===== config.mk =====
export PLATFORM = sky130hd
export DESIGN_NAME = audio_i2s_rx_flat
export DESIGN_NICKNAME = d
export VERILOG_FILES = /design/src/rtl/audio_i2s_rx_if.sv /design/src/rtl/audio_i2s_rx.sv /design/src/flat_wrapper.sv
export SDC_FILE = /design/constraint.sdc
export NUM_CORES = 1
export LEC_CHECK = 0
export BUFFER_PORTS_ARGS = -buffer_cell sky130_fd_sc_hd__clkbuf_2
export CAP_MARGIN = 20
export CELL_PAD_IN_SITES_DETAIL_PLACEMENT = 2
export CELL_PAD_IN_SITES_GLOBAL_PLACEMENT = 2
export CORE_ASPECT_RATIO = 0.8
export CORE_MARGIN = 4
export CORE_UTILIZATION = 41
export CTS_CLUSTER_SIZE = 20
export DETAILED_ROUTE_END_ITERATION = 12
export HOLD_SLACK_MARGIN = 0.05
export PLACE_DENSITY = 0.91
export RECOVER_POWER = 100
export SLEW_MARGIN = 20
export SYNTH_ARGS = -nofsm -noshare
export SYNTH_HDL_FRONTEND = slang
export SYNTH_SLANG_ARGS = --single-unit

===== constraint.sdc =====
create_clock -name i_clk -period 4.55 [get_ports i_clk]
set_input_delay 1.1375 -clock i_clk [delete_from_list [all_inputs] [get_ports i_clk]]
set_output_delay 1.1375 -clock i_clk [all_outputs]
set_load 0.01 [all_outputs]

===== src/rtl/audio_i2s_rx_if.sv =====
// Parallel sample bus leaving the I2S receiver: stereo words, mono mix and status strobes.
interface audio_i2s_rx_if #(
  parameter int DATA_W = 16
);
  logic [DATA_W-1:0] data_l;
  logic [DATA_W-1:0] data_r;
  logic [DATA_W-1:0] data;
  logic              valid;
  logic              locked;
  logic              frame_err;

  modport master (output data_l, data_r, data, valid, locked, frame_err);
  modport slave  (input  data_l, data_r, data, valid, locked, frame_err);
endinterface


===== src/rtl/audio_i2s_rx.sv =====
// I2S ADC receiver: synchronises the codec pins into i_clk, deserialises MSB-first
// left/right words and emits one stereo frame plus a mono sample per valid strobe.
module audio_i2s_rx #(
  parameter int DATA_W      = 16,
  parameter int SYNC_STAGES = 2,
  parameter int MONO_MODE   = 0
) (
  input  logic           i_clk,
  input  logic           i_rst,
  input  logic           i_bclk,
  input  logic           i_lrck,
  input  logic           i_adcdat,
  audio_i2s_rx_if.master rx_bus
);
  localparam int CNT_W = $clog2(DATA_W + 1);
  localparam logic [CNT_W-1:0] LAST_BIT = CNT_W'(DATA_W - 1);

  typedef enum logic [1:0] {
    ST_ALIGN = 2'd0,
    ST_SKIP  = 2'd1,
    ST_SHIFT = 2'd2,
    ST_WAIT  = 2'd3
  } state_t;

  state_t                 state_r, state_nxt_s;
  logic [SYNC_STAGES-1:0] bclk_sync_r, lrck_sync_r, dat_sync_r;
  logic                   bclk_d_r, lrck_d_r;
  logic                   bclk_rise_s, lrck_edge_s, lrck_fall_s, lrck_s, dat_s;
  logic                   slot_start_s, shift_en_s, word_done_s, err_s;
  logic [DATA_W-2:0]      shift_r;
  logic [DATA_W-1:0]      word_s, left_hold_r, mono_s;
  logic signed [DATA_W:0] sum_s;
  logic [CNT_W-1:0]       bit_cnt_r;
  logic                   slot_r, have_left_r;
  logic [DATA_W-1:0]      left_out_r, right_out_r, mono_out_r;
  logic                   valid_r, locked_r, frame_err_r;

  assign lrck_s      = lrck_sync_r[SYNC_STAGES-1];
  assign dat_s       = dat_sync_r[SYNC_STAGES-1];
  assign bclk_rise_s = bclk_sync_r[SYNC_STAGES-1] & ~bclk_d_r;
  assign lrck_edge_s = lrck_s ^ lrck_d_r;
  assign lrck_fall_s = ~lrck_s & lrck_d_r;
  assign word_s      = {shift_r, dat_s};

  // Pin synchronisers plus one extra stage for edge detection.
  always_ff @(posedge i_clk or posedge i_rst) begin
    if (i_rst) begin
      bclk_sync_r <= '0;
      lrck_sync_r <= '0;
      dat_sync_r  <= '0;
      bclk_d_r    <= 1'b0;
      lrck_d_r    <= 1'b0;
    end else begin
      bclk_sync_r <= {bclk_sync_r[SYNC_STAGES-2:0], i_bclk};
      lrck_sync_r <= {lrck_sync_r[SYNC_STAGES-2:0], i_lrck};
      dat_sync_r  <= {dat_sync_r[SYNC_STAGES-2:0], i_adcdat};
      bclk_d_r    <= bclk_sync_r[SYNC_STAGES-1];
      lrck_d_r    <= lrck_s;
    end
  end

  // Slot state register.
  always_ff @(posedge i_clk or posedge i_rst) begin
    if (i_rst) begin
      state_r <= ST_ALIGN;
    end else begin
      state_r <= state_nxt_s;
    end
  end

  // Next state; an lrck edge wins over a coincident bclk rise, which then serves as the skip bit.
  always_comb begin
    state_nxt_s  = state_r;
    slot_start_s = 1'b0;
    shift_en_s   = 1'b0;
    word_done_s  = 1'b0;
    err_s        = 1'b0;
    case (state_r)
      ST_ALIGN: begin
        if (lrck_fall_s) begin
          slot_start_s = 1'b1;
          state_nxt_s  = bclk_rise_s ? ST_SHIFT : ST_SKIP;
        end else begin
          state_nxt_s = ST_ALIGN;
        end
      end
      ST_SKIP: begin
        if (lrck_edge_s) begin
          err_s       = 1'b1;
          state_nxt_s = ST_ALIGN;
        end else if (bclk_rise_s) begin
          state_nxt_s = ST_SHIFT;
        end else begin
          state_nxt_s = ST_SKIP;
        end
      end
      ST_SHIFT: begin
        if (lrck_edge_s) begin
          err_s       = 1'b1;
          state_nxt_s = ST_ALIGN;
        end else if (bclk_rise_s) begin
          shift_en_s = 1'b1;
          if (bit_cnt_r == LAST_BIT) begin
            word_done_s = 1'b1;
            state_nxt_s = ST_WAIT;
          end else begin
            state_nxt_s = ST_SHIFT;
          end
        end else begin
          state_nxt_s = ST_SHIFT;
        end
      end
      ST_WAIT: begin
        if (lrck_edge_s) begin
          slot_start_s = 1'b1;
          state_nxt_s  = bclk_rise_s ? ST_SHIFT : ST_SKIP;
        end else begin
          state_nxt_s = ST_WAIT;
        end
      end
      default: state_nxt_s = ST_ALIGN;
    endcase
  end

  // Mono source selection; the mix is one bit wider so the sum cannot overflow.
  always_comb begin
    sum_s = $signed({left_hold_r[DATA_W-1], left_hold_r}) + $signed({word_s[DATA_W-1], word_s});
    case (MONO_MODE)
      32'd0:   mono_s = left_hold_r;
      32'd1:   mono_s = word_s;
      32'd2:   mono_s = DATA_W'(sum_s >>> 1);
      default: mono_s = left_hold_r;
    endcase
  end

  // Shift register, left-word hold and registered frame outputs.
  always_ff @(posedge i_clk or posedge i_rst) begin
    if (i_rst) begin
      shift_r     <= '0;
      bit_cnt_r   <= '0;
      slot_r      <= 1'b0;
      left_hold_r <= '0;
      have_left_r <= 1'b0;
      left_out_r  <= '0;
      right_out_r <= '0;
      mono_out_r  <= '0;
      valid_r     <= 1'b0;
      locked_r    <= 1'b0;
      frame_err_r <= 1'b0;
    end else begin
      valid_r     <= 1'b0;
      frame_err_r <= 1'b0;
      if (slot_start_s) begin
        bit_cnt_r <= '0;
        slot_r    <= lrck_s;
      end else if (shift_en_s) begin
        shift_r   <= word_s[DATA_W-2:0];
        bit_cnt_r <= bit_cnt_r + CNT_W'(1);
      end
      if (word_done_s) begin
        if (!slot_r) begin
          left_hold_r <= word_s;
          have_left_r <= 1'b1;
        end else if (have_left_r) begin
          left_out_r  <= left_hold_r;
          right_out_r <= word_s;
          mono_out_r  <= mono_s;
          valid_r     <= 1'b1;
          locked_r    <= 1'b1;
          have_left_r <= 1'b0;
        end
      end
      if (err_s) begin
        shift_r     <= '0;
        have_left_r <= 1'b0;
        locked_r    <= 1'b0;
        frame_err_r <= 1'b1;
      end
    end
  end

  assign rx_bus.data_l    = left_out_r;
  assign rx_bus.data_r    = right_out_r;
  assign rx_bus.data      = mono_out_r;
  assign rx_bus.valid     = valid_r;
  assign rx_bus.locked    = locked_r;
  assign rx_bus.frame_err = frame_err_r;
endmodule


===== src/flat_wrapper.sv =====
// flat-port wrapper written by rule: the top's interface ports become plain ports
module audio_i2s_rx_flat 
#(
  parameter int DATA_W      = 16,
  parameter int SYNC_STAGES = 2,
  parameter int MONO_MODE   = 0
)
  (i_clk, i_rst, i_bclk, i_lrck, i_adcdat, rx_bus_data_l, rx_bus_data_r, rx_bus_data, rx_bus_valid, rx_bus_locked, rx_bus_frame_err);
  audio_i2s_rx_if #(.DATA_W(DATA_W)) rx_bus_i ();
  input  logic i_clk;
  input  logic i_rst;
  input  logic i_bclk;
  input  logic i_lrck;
  input  logic i_adcdat;
  output wire logic [$bits(rx_bus_i.data_l)-1:0] rx_bus_data_l;
  output wire logic [$bits(rx_bus_i.data_r)-1:0] rx_bus_data_r;
  output wire logic [$bits(rx_bus_i.data)-1:0] rx_bus_data;
  output wire logic [$bits(rx_bus_i.valid)-1:0] rx_bus_valid;
  output wire logic [$bits(rx_bus_i.locked)-1:0] rx_bus_locked;
  output wire logic [$bits(rx_bus_i.frame_err)-1:0] rx_bus_frame_err;
  assign rx_bus_data_l = rx_bus_i.data_l;
  assign rx_bus_data_r = rx_bus_i.data_r;
  assign rx_bus_data = rx_bus_i.data;
  assign rx_bus_valid = rx_bus_i.valid;
  assign rx_bus_locked = rx_bus_i.locked;
  assign rx_bus_frame_err = rx_bus_i.frame_err;
  audio_i2s_rx #(.DATA_W(DATA_W), .SYNC_STAGES(SYNC_STAGES), .MONO_MODE(MONO_MODE)) u_core (.i_clk(i_clk), .i_rst(i_rst), .i_bclk(i_bclk), .i_lrck(i_lrck), .i_adcdat(i_adcdat), .rx_bus(rx_bus_i));
endmodule

==> impl_metrics.ini <==
[status]
outcome = finished, violations left
violations = max-capacitance violations, max-slew violations

[power_and_ir_drop]
p_sw_share_pct = 25.7
pwr-share-comb_pct = 10.1
power.internal_w = 0.00111
p_leak_nw = 1.84
powerDensity_nw_per_um2 = 392
switchingPower_w = 0.000384
seqPwrFrac_pct = 52.1
ir_drop_mv = 0.229
power.total_w = 0.00150
p_clk_share_pct = 37.8

[clock_tree]
clkTransAtPathRegs_ps = 80
clk_latency_ps = 350
clockBufferDepth = 2
cts_root_buf = clkbuf_8
htreeDepth = 3
cts_tree = built
hold_buffers = 0
postCtsSetupBuffers = 0
ctsResizeCount = 0
cts_sinks = 83
cts_buffers = 9

[yosys]
synth_cells = 262
syn-num-nets = 275
ys.warnings.count = 0
syn-cell-area_um2 = 3420
ys_ff_latch = 83
seq_area_frac_synth_pct = 60.8
synth_area_per_cell_um2 = 13.0
synth_cell_types = 30

[layout]
area_growth_pct = 11.7
antenna_cells = 0
finalNetCount = 317
fill_cells = 834
final_cell_mix = dfrtp_1 (83), clkbuf_1 (54), mux2_1 (29)
drive_gt1_share_pct = 14.3
final_common_cell = dfrtp_1

[critical_path]
rr_endpoint = u_core.rx_bus.data_l[14]
arrival_ps = 3310
rr_worst_depth = 6
worstSetupPathType = in -> async
cp-start-kind = input port
r2r-start = u_core.lrck_sync_r[1]
cp.required_ps = 5070
crit_path_end_kind = asynchronous set/reset pin
cp_max_fo = 62
r2r_slack_ps = 1960

[timing]
hold_viol = 0
tightest_slew_ps = 2710
skew_ps = 7.17
finalCriticalPeriod_ps = 2790
max_freq_mhz = 358
holdWs_ps = 355
report.final.slew_viol_count = 63
rsz0062_at_grt = no
fin_setup_tns_ps = 0
slew_headroom_pct = -81.9
finalCritPeriodShare_pct = 61.4
finalSetupViolations = 0

[global_routing]
grt_start_max_net_pins = 63
grt_pass1_vias = 2464
antenna_found_initial = 0
grt_first_pass_wirelength_um = 13300
grt-ovfl-total = 0
grtUsageTotal_pct = 18.0

[floorplan]
dieArea_um2 = 9870
core_area_um2 = 8020
start_util_pct = 42.6
ios = 56
die_width_um = 110
chipHeight_um = 89.7
num_rows = 29

[place]
numPortBuffers = 55
place_congestion = 0.725
dp_hpwl_um = 5510

[min_path]
worstHoldEndpoint = u_core.dat_sync_r[1]
worstHoldPathType = reg -> reg
min-delay-start = u_core.dat_sync_r[0]
hold_depth = 0

[detailed_routing]
via_per_inst = 5.28
drtIter0Drc = 33
wl_um = 8370
drc = 0
routedWlPerCell_um = 20.1
drt_pass1_iterations = 5
antenna_left = 0
via_count = 2195

[job]
maxCapViolations = 1
[metal layers]
layer | wire length (um) | vias to the layer above | GRT usage (%)
met5 | 0 | - | 0
met4 | 166 | 0 | 6.68
met3 | 395 | 16 | 4.50
met2 | 4260 | 54 | 32.0
met1 | 3550 | 1147 | 21.3
li1 | - | 978 | -
[worst max-delay path by stage]
stage,startpoint,to,slack (ps),cells past startpoint
finish,i_rst,u_core.bit_cnt_r[1],1760,3
global route,i_rst,u_core.bit_cnt_r[1],1360,3
CTS,u_core.lrck_sync_r[1],u_core.rx_bus.data_l[4],1940,6
detailed placement,u_core.lrck_sync_r[1],u_core.rx_bus.data_l[4],2000,6
global placement,u_core.lrck_sync_r[1],u_core.rx_bus.data_l[11],2160,6
floorplan,i_rst,u_core.bclk_d_r,1280,1
[state kept, by name, indices dropped and copies added, names as in the netlist, 2 cells and up]
signal and count:
u_core.left_hold_r 16, u_core.bit_cnt_r 5, u_core.state_r 2, u_core.shift_r 15, u_core.lrck_sync_r 2, u_core.rx_bus.data_l 16
u_core.dat_sync_r 2, u_core.rx_bus.data_r 16, u_core.bclk_sync_r 2
[layout make-up]
type,count,area [um2],share of cell area (%)
repair buffers,59,236,6.19
flip-flops and latches,83,2080,54.4
multi-input cells,142,1130,29.6
inverters,9,35.0,0.917
clock inverters,5,78.8,2.06
clock buffers,10,128,3.34
well taps,108,135,3.54
[metrics by stage]
step,std cells,setup slack [ps],area [um2],utilization [%]
6_report,416,1760,3820,47.6
5_1_grt,416,1360,3820,47.6
4_1_cts,416,1940,3890,48.5
3_5_place_dp,401,2000,3680,45.9
3_3_place_gp,401,2160,3680,45.9
2_1_floorplan,262,1280,3420,-
[cells in the mapped netlist, drive strengths merged]
library cell	number	area share [%]
a211oi	1	0.22
dfrtp	83	61
o21ai	19	2.8
nand2b	2	0.37
and4b	1	0.29
nor2b	2	0.37
a21oi	24	3.5
nand3	16	2.3
buf	23	4.7
ha	8	2.9
nor2	2	0.22
o22ai	1	0.18
nand3b	1	0.22
nand4b	1	0.26
or3	3	0.55
nand2	5	0.55
nand4	1	0.37
o221a	1	0.33
nor3	1	0.48
inv	9	0.99
and3b	1	0.26
mux2	49	16
xnor2	1	0.26
clkbuf	5	0.55
o21a	1	0.22
and3	1	0.18
[cell families (layout without fill, tap and decap cells)]
logic type	count (synthesis)	in the layout	share of synthesized area (%)
buffers and inverters	37	83	6.22
adder cells (fa/ha/maj)	8	8	2.93
flip-flops	83	83	60.8
AND/OR/NAND/NOR	37	37	6.44
AO/OA/AOI/OAI	47	47	7.25
multiplexers	49	49	16.1
XOR/XNOR	1	1	0.256
[critical path: stages]
cell and delay (ps):
clkbuf_1 80, clkinvlp_2 1520, buf_4 520
[power groups by stage]
stage                     combinational (W)  clock (W)  sequential [W]
after floorplan                    0.000104          0        0.000790
after global placement             0.000139          0        0.000792
after detailed placement           0.000149          0        0.000794
after CTS                          0.000154   0.000578        0.000780
after global routing               0.000168   0.000617        0.000783
final                              0.000151   0.000565        0.000780
Power figures use the tool's default switching activity.
